[src/rtl/vector_stream_out.sv]
// Read sequencer: walks rd_addr 0..len-1 over the vector register and streams elements out.
// Latency: start at edge 0, first beat valid in cycle 2, one beat/cycle at full throughput, done one cycle after the last handshake.
// Backpressure: m_tready low stalls issue; m_tdata/m_tlast hold while m_tvalid is high and unaccepted.
module vector_stream_out #(
    parameter int WIDTH = 10,
    parameter int DEPTH = 1024,
    localparam int AW = $clog2(DEPTH)
) (
    input  logic             clk,
    input  logic             rst,
    input  logic             start,
    input  logic [AW:0]      len,
    output logic             busy,
    output logic             done,
    output logic [AW-1:0]    rd_addr,
    input  logic [WIDTH-1:0] rd_data,
    output logic [WIDTH-1:0] m_tdata,
    output logic             m_tvalid,
    input  logic             m_tready,
    output logic             m_tlast
);

    typedef enum logic {
        IDLE   = 1'b0,
        STREAM = 1'b1
    } state_t;

    localparam logic [AW:0] DEPTH_LEN = (AW+1)'(DEPTH);

    state_t      state;
    state_t      state_nxt;
    logic [AW:0] idx;
    logic [AW:0] len_q;
    logic [AW:0] len_clamp;
    logic        start_acc;
    logic        issue;
    logic        hs;
    logic        hs_last;
    logic        final_issue;

    always_ff @(posedge clk or posedge rst) begin
        if (rst) begin
            state <= IDLE;
        end else begin
            state <= state_nxt;
        end
    end

    always_comb begin
        state_nxt   = state;
        busy        = 1'b0;
        start_acc   = 1'b0;
        issue       = 1'b0;
        hs          = m_tvalid && m_tready;
        hs_last     = m_tvalid && m_tready && m_tlast;
        len_clamp   = (len > DEPTH_LEN) ? DEPTH_LEN : len;
        final_issue = (idx == (len_q - 1'b1));
        case (state)
            IDLE: begin
                start_acc = start;
                if (start && (len_clamp != '0)) begin
                    state_nxt = STREAM;
                end
            end
            STREAM: begin
                busy  = 1'b1;
                issue = (idx < len_q) && (!m_tvalid || m_tready);
                if (hs_last) begin
                    state_nxt = IDLE;
                end
            end
            default: state_nxt = IDLE;
        endcase
    end

    always_ff @(posedge clk or posedge rst) begin
        if (rst) begin
            done     <= 1'b0;
            rd_addr  <= '0;
            m_tdata  <= '0;
            m_tvalid <= 1'b0;
            m_tlast  <= 1'b0;
            idx      <= '0;
            len_q    <= '0;
        end else begin
            done <= 1'b0;
            if (start_acc) begin
                len_q   <= len_clamp;
                idx     <= '0;
                rd_addr <= '0;
                // A zero-length request completes without entering STREAM.
                if (len_clamp == '0) begin
                    done <= 1'b1;
                end
            end
            if (issue) begin
                m_tdata  <= rd_data;
                m_tvalid <= 1'b1;
                m_tlast  <= final_issue;
                idx      <= idx + 1'b1;
                if (!final_issue) begin
                    rd_addr <= rd_addr + AW'(1);
                end
            end else if (hs) begin
                m_tvalid <= 1'b0;
                m_tlast  <= 1'b0;
            end
            if (hs_last) begin
                done    <= 1'b1;
                rd_addr <= '0;
            end
        end
    end

endmodule
[config.mk]
export PLATFORM = sky130hd
export DESIGN_NAME = vector_stream_out
export DESIGN_NICKNAME = d
export VERILOG_FILES = /design/src/rtl/vector_stream_out.sv
export SDC_FILE = /design/constraint.sdc
export NUM_CORES = 1
export LEC_CHECK = 0
export ABC_AREA = 1
export CAP_MARGIN = 10
export CORE_MARGIN = 1
export CORE_UTILIZATION = 48
export CTS_CLUSTER_DIAMETER = 40
export DETAILED_ROUTE_END_ITERATION = 12
export PLACE_DENSITY = 0.76
export REMOVE_ABC_BUFFERS = 1
export SLEW_MARGIN = 15
export SYNTH_ARGS = -nofsm -noshare
export SYNTH_HDL_FRONTEND = slang
export SYNTH_SLANG_ARGS = --single-unit
[constraint.sdc]
create_clock -name clk -period 1.98 [get_ports clk]
set_input_delay 0.198 -clock clk [delete_from_list [all_inputs] [get_ports clk]]
set_output_delay 0.198 -clock clk [all_outputs]
set_load 0.01 [all_outputs]
==> flow_metrics.py <==
metrics = {
    "synth": {
        "ys.warnings.count": 0,
        "ys_ff_latch": 46,
        "ys_types": 30,
        "synthCells": 400,
        "synthTopCellsByArea": "dfrtp_1 (40%), nand2_1 (15%), inv_1 (6.1%), ha_1 (6.1%), nand3_1 (5.7%)",
        "netlist_area_sq_um": 2890,
        "synth_top_area_frac": 0.398,
        "seq_area_frac_synth": 0.398,
        "post-synth-top-area-cell": "dfrtp_1",
        "synth_area_per_cell_sq_um": 7.22,
    },
    "final_layout": {
        "final_common_cell": "nand2_1",
        "fin_nets": 523,
        "synthToLayoutAreaGrowth_pct": 40.4,
        "most-common-layout-cells": "nand2_1 (105), clkdlybuf4s50_1 (48), dfrtp_1 (46)",
        "diodes": 0,
        "drive_above_1_share": 0.198,
    },
    "detailed_routing": {
        "postRouteAntennaNets": 0,
        "highest_layer": "met4",
        "avgRoutedWirePerCell_um": 14.6,
        "wl_met3_um": 488,
        "routed_via_density": 5.30,
        "firstDrtPassIters": 4,
        "drtIter0Drc": 127,
        "wl_mm": 8.12,
        "vias": 2952,
        "remaining_drc_errors": 0,
        "wl_met1_mm": 3.33,
        "dr_wl_met2_mm": 4.13,
    },
    "outcome": {
        "status": "complete, but fails checks",
        "violations": "negative setup slack",
    },
    "clocking": {
        "clock_path_buffers": 2,
        "cts_tree": "yes",
        "h-tree-depth": 2,
        "numCtsBuffers": 5,
        "cts-hold-fix-buffers": 0,
        "clkTransAtPathRegs_ps": 90,
        "cts.sinks": 46,
        "clkLatencyLatePin_ps": 310,
        "clk_root_buffer_cell": "clkbuf_8",
    },
    "place": {
        "gp_congestion": 0.905,
        "io_buffers": 48,
        "dpl.hpwl_mm": 5.55,
        "dp_slack_ps": -80.4,
    },
    "worst_setup_path": {
        "reg2reg_from": "len_q[4]",
        "cp.required_ps": 2190,
        "r2r_slack_ps": -50,
        "start_kind": "flop",
        "rr_endpoint": "rd_addr[0]",
        "rr_worst_depth": 14,
        "arrival_ps": 2230,
        "worstPathMaxFanout": 9,
        "end_kind": "flop",
        "path_class": "flop to flop",
    },
    "timing": {
        "maxSlewViolCount": 0,
        "max_freq_mhz": 494,
        "finalSetupViolCount": 9,
        "finClkSkew_ps": 6.38,
        "rsz0062_at_grt": "true",
        "period_share": 1.02,
        "final_hold_viol_count": 0,
        "whs_ps": 207,
        "fin_ws_ps": -45.4,
        "worst_pin_slew_ps": 831,
        "min_period_ps": 2030,
        "slew_headroom": 0.446,
    },
    "global_route": {
        "grt_first_pass_wirelength_mm": 12.5,
        "grt_antenna_before_repair": 0,
        "grt_pass1_vias": 2765,
        "grt-ovfl-total": 0,
        "grtUsageTotal": 0.256,
        "grt_max_degree": 36,
    },
    "floorplanning": {
        "start_util": 0.512,
        "core_sq_um": 5640,
        "die_y_um": 79.6,
        "die_w_um": 79.6,
        "die_area_sq_um": 6330,
        "rows": 27,
        "pin_count": 49,
    },
    "job": {
        "drv_cap": 0,
    },
    "power_and_ir_drop": {
        "p_per_area_nw_per_um2": 1850,
        "worst_ir_drop_vdd_uv": 1040,
        "p_leak_nw": 2.02,
    },
    "min_path": {
        "hold_path.class": "input port to asynchronous set/reset pin",
    },
}
[power breakdown]
part	internal, mW	total (mW)	switching (mW)
logic	2.39	5.07	2.68
clock network	0.372	0.716	0.344
registers	1.38	1.74	0.364
[how the worst max path moves through the flow]
stage               slack, ps  cells past startpoint      from    endpoint
global route             -180                     14  len_q[4]  rd_addr[0]
floorplan                -540                     10  len_q[2]  rd_addr[0]
CTS                        30                     12  len_q[1]      idx[1]
finish                    -50                     14  len_q[4]  rd_addr[0]
detailed placement        -80                     12  len_q[0]  rd_addr[1]
global placement           20                     12  len_q[0]  rd_addr[5]
[cells in the mapped netlist, drive strengths merged]
cell / n
buf: 8
or2: 2
clkinv: 1
xor2: 13
nor2: 47
xnor2: 3
ha: 14
nand3: 34
nand2: 115
o22ai: 13
nand4: 5
nand3b: 1
dfrtp: 46
a21oi: 18
clkbuf: 3
o21a: 1
inv: 51
o21ai: 16
nor3: 7
nor4: 2
[per-layer routing]
metal | up-vias | track usage
li1 | 1453 | -
met1 | 1392 | 0.305
met2 | 92 | 0.440
met3 | 15 | 0.0629
met4 | 0 | 0.0982
met5 | - | 0
[what timing repair did]
action	4_1_cts	5_1_grt
cloned	0	4
setup buffers	0	11
pin swaps	0	15
setup endpoints to repair	12	32
gates resized for setup	4	42
[flip-flops by register name (all words and copies together), names as in the netlist]
signal / count
done: 1
idx: 11
state: 1
m_tdata: 10
len_q: 11
m_tlast: 1
rd_addr: 10
m_tvalid: 1
[layout make-up]
type / count / area, sq um
multi-input cells: 291 / 1640
fillers: 446 / 1590
flip-flops and latches: 46 / 1150
repair buffers: 88 / 873
inverters: 52 / 195
well taps: 72 / 90.1
clock buffers: 5 / 68.8
clock inverters: 3 / 40.0
[stage by stage]
stage	setup TNS, ps	total power [mW]	area (sq um)	utilization	instances
after global placement	0	5.68	3620	0.642	535
after floorplan	-11130	4.23	2830	-	389
after detailed placement	-599	5.82	3620	0.642	535
after global routing	-3320	8.15	4060	0.719	557
final	-155	7.52	4060	0.719	557
after CTS	0	6.60	3750	0.664	543
[cell families (layout without fill, tap and decap cells)]
kind of cell | Yosys count | after routing | synth area share
xor gates and xnor gates | 16 | 16 | 0.0485
DFF | 46 | 46 | 0.398
buffers and inverters | 63 | 148 | 0.0888
AOI/OAI and AO/OA | 48 | 48 | 0.0896
and+or+nand+nor | 213 | 213 | 0.314
adders and majority gates | 14 | 14 | 0.0606
[worst max-delay path, stage by stage, from the launching register on]
cell	delay [ps]
dfrtp_1	430
inv_2	110
ha_4	210
nand2_2	60
inv_2	30
nor2_2	90
o21ai_1	70
nand2_1	110
nand3_4	90
nor3_4	240
buf_6	160
clkbuf_16	150
nand3_1	70
nand2_1	60
nor2_1	50
No activity file was read; power rests on OpenSTA's default activity.
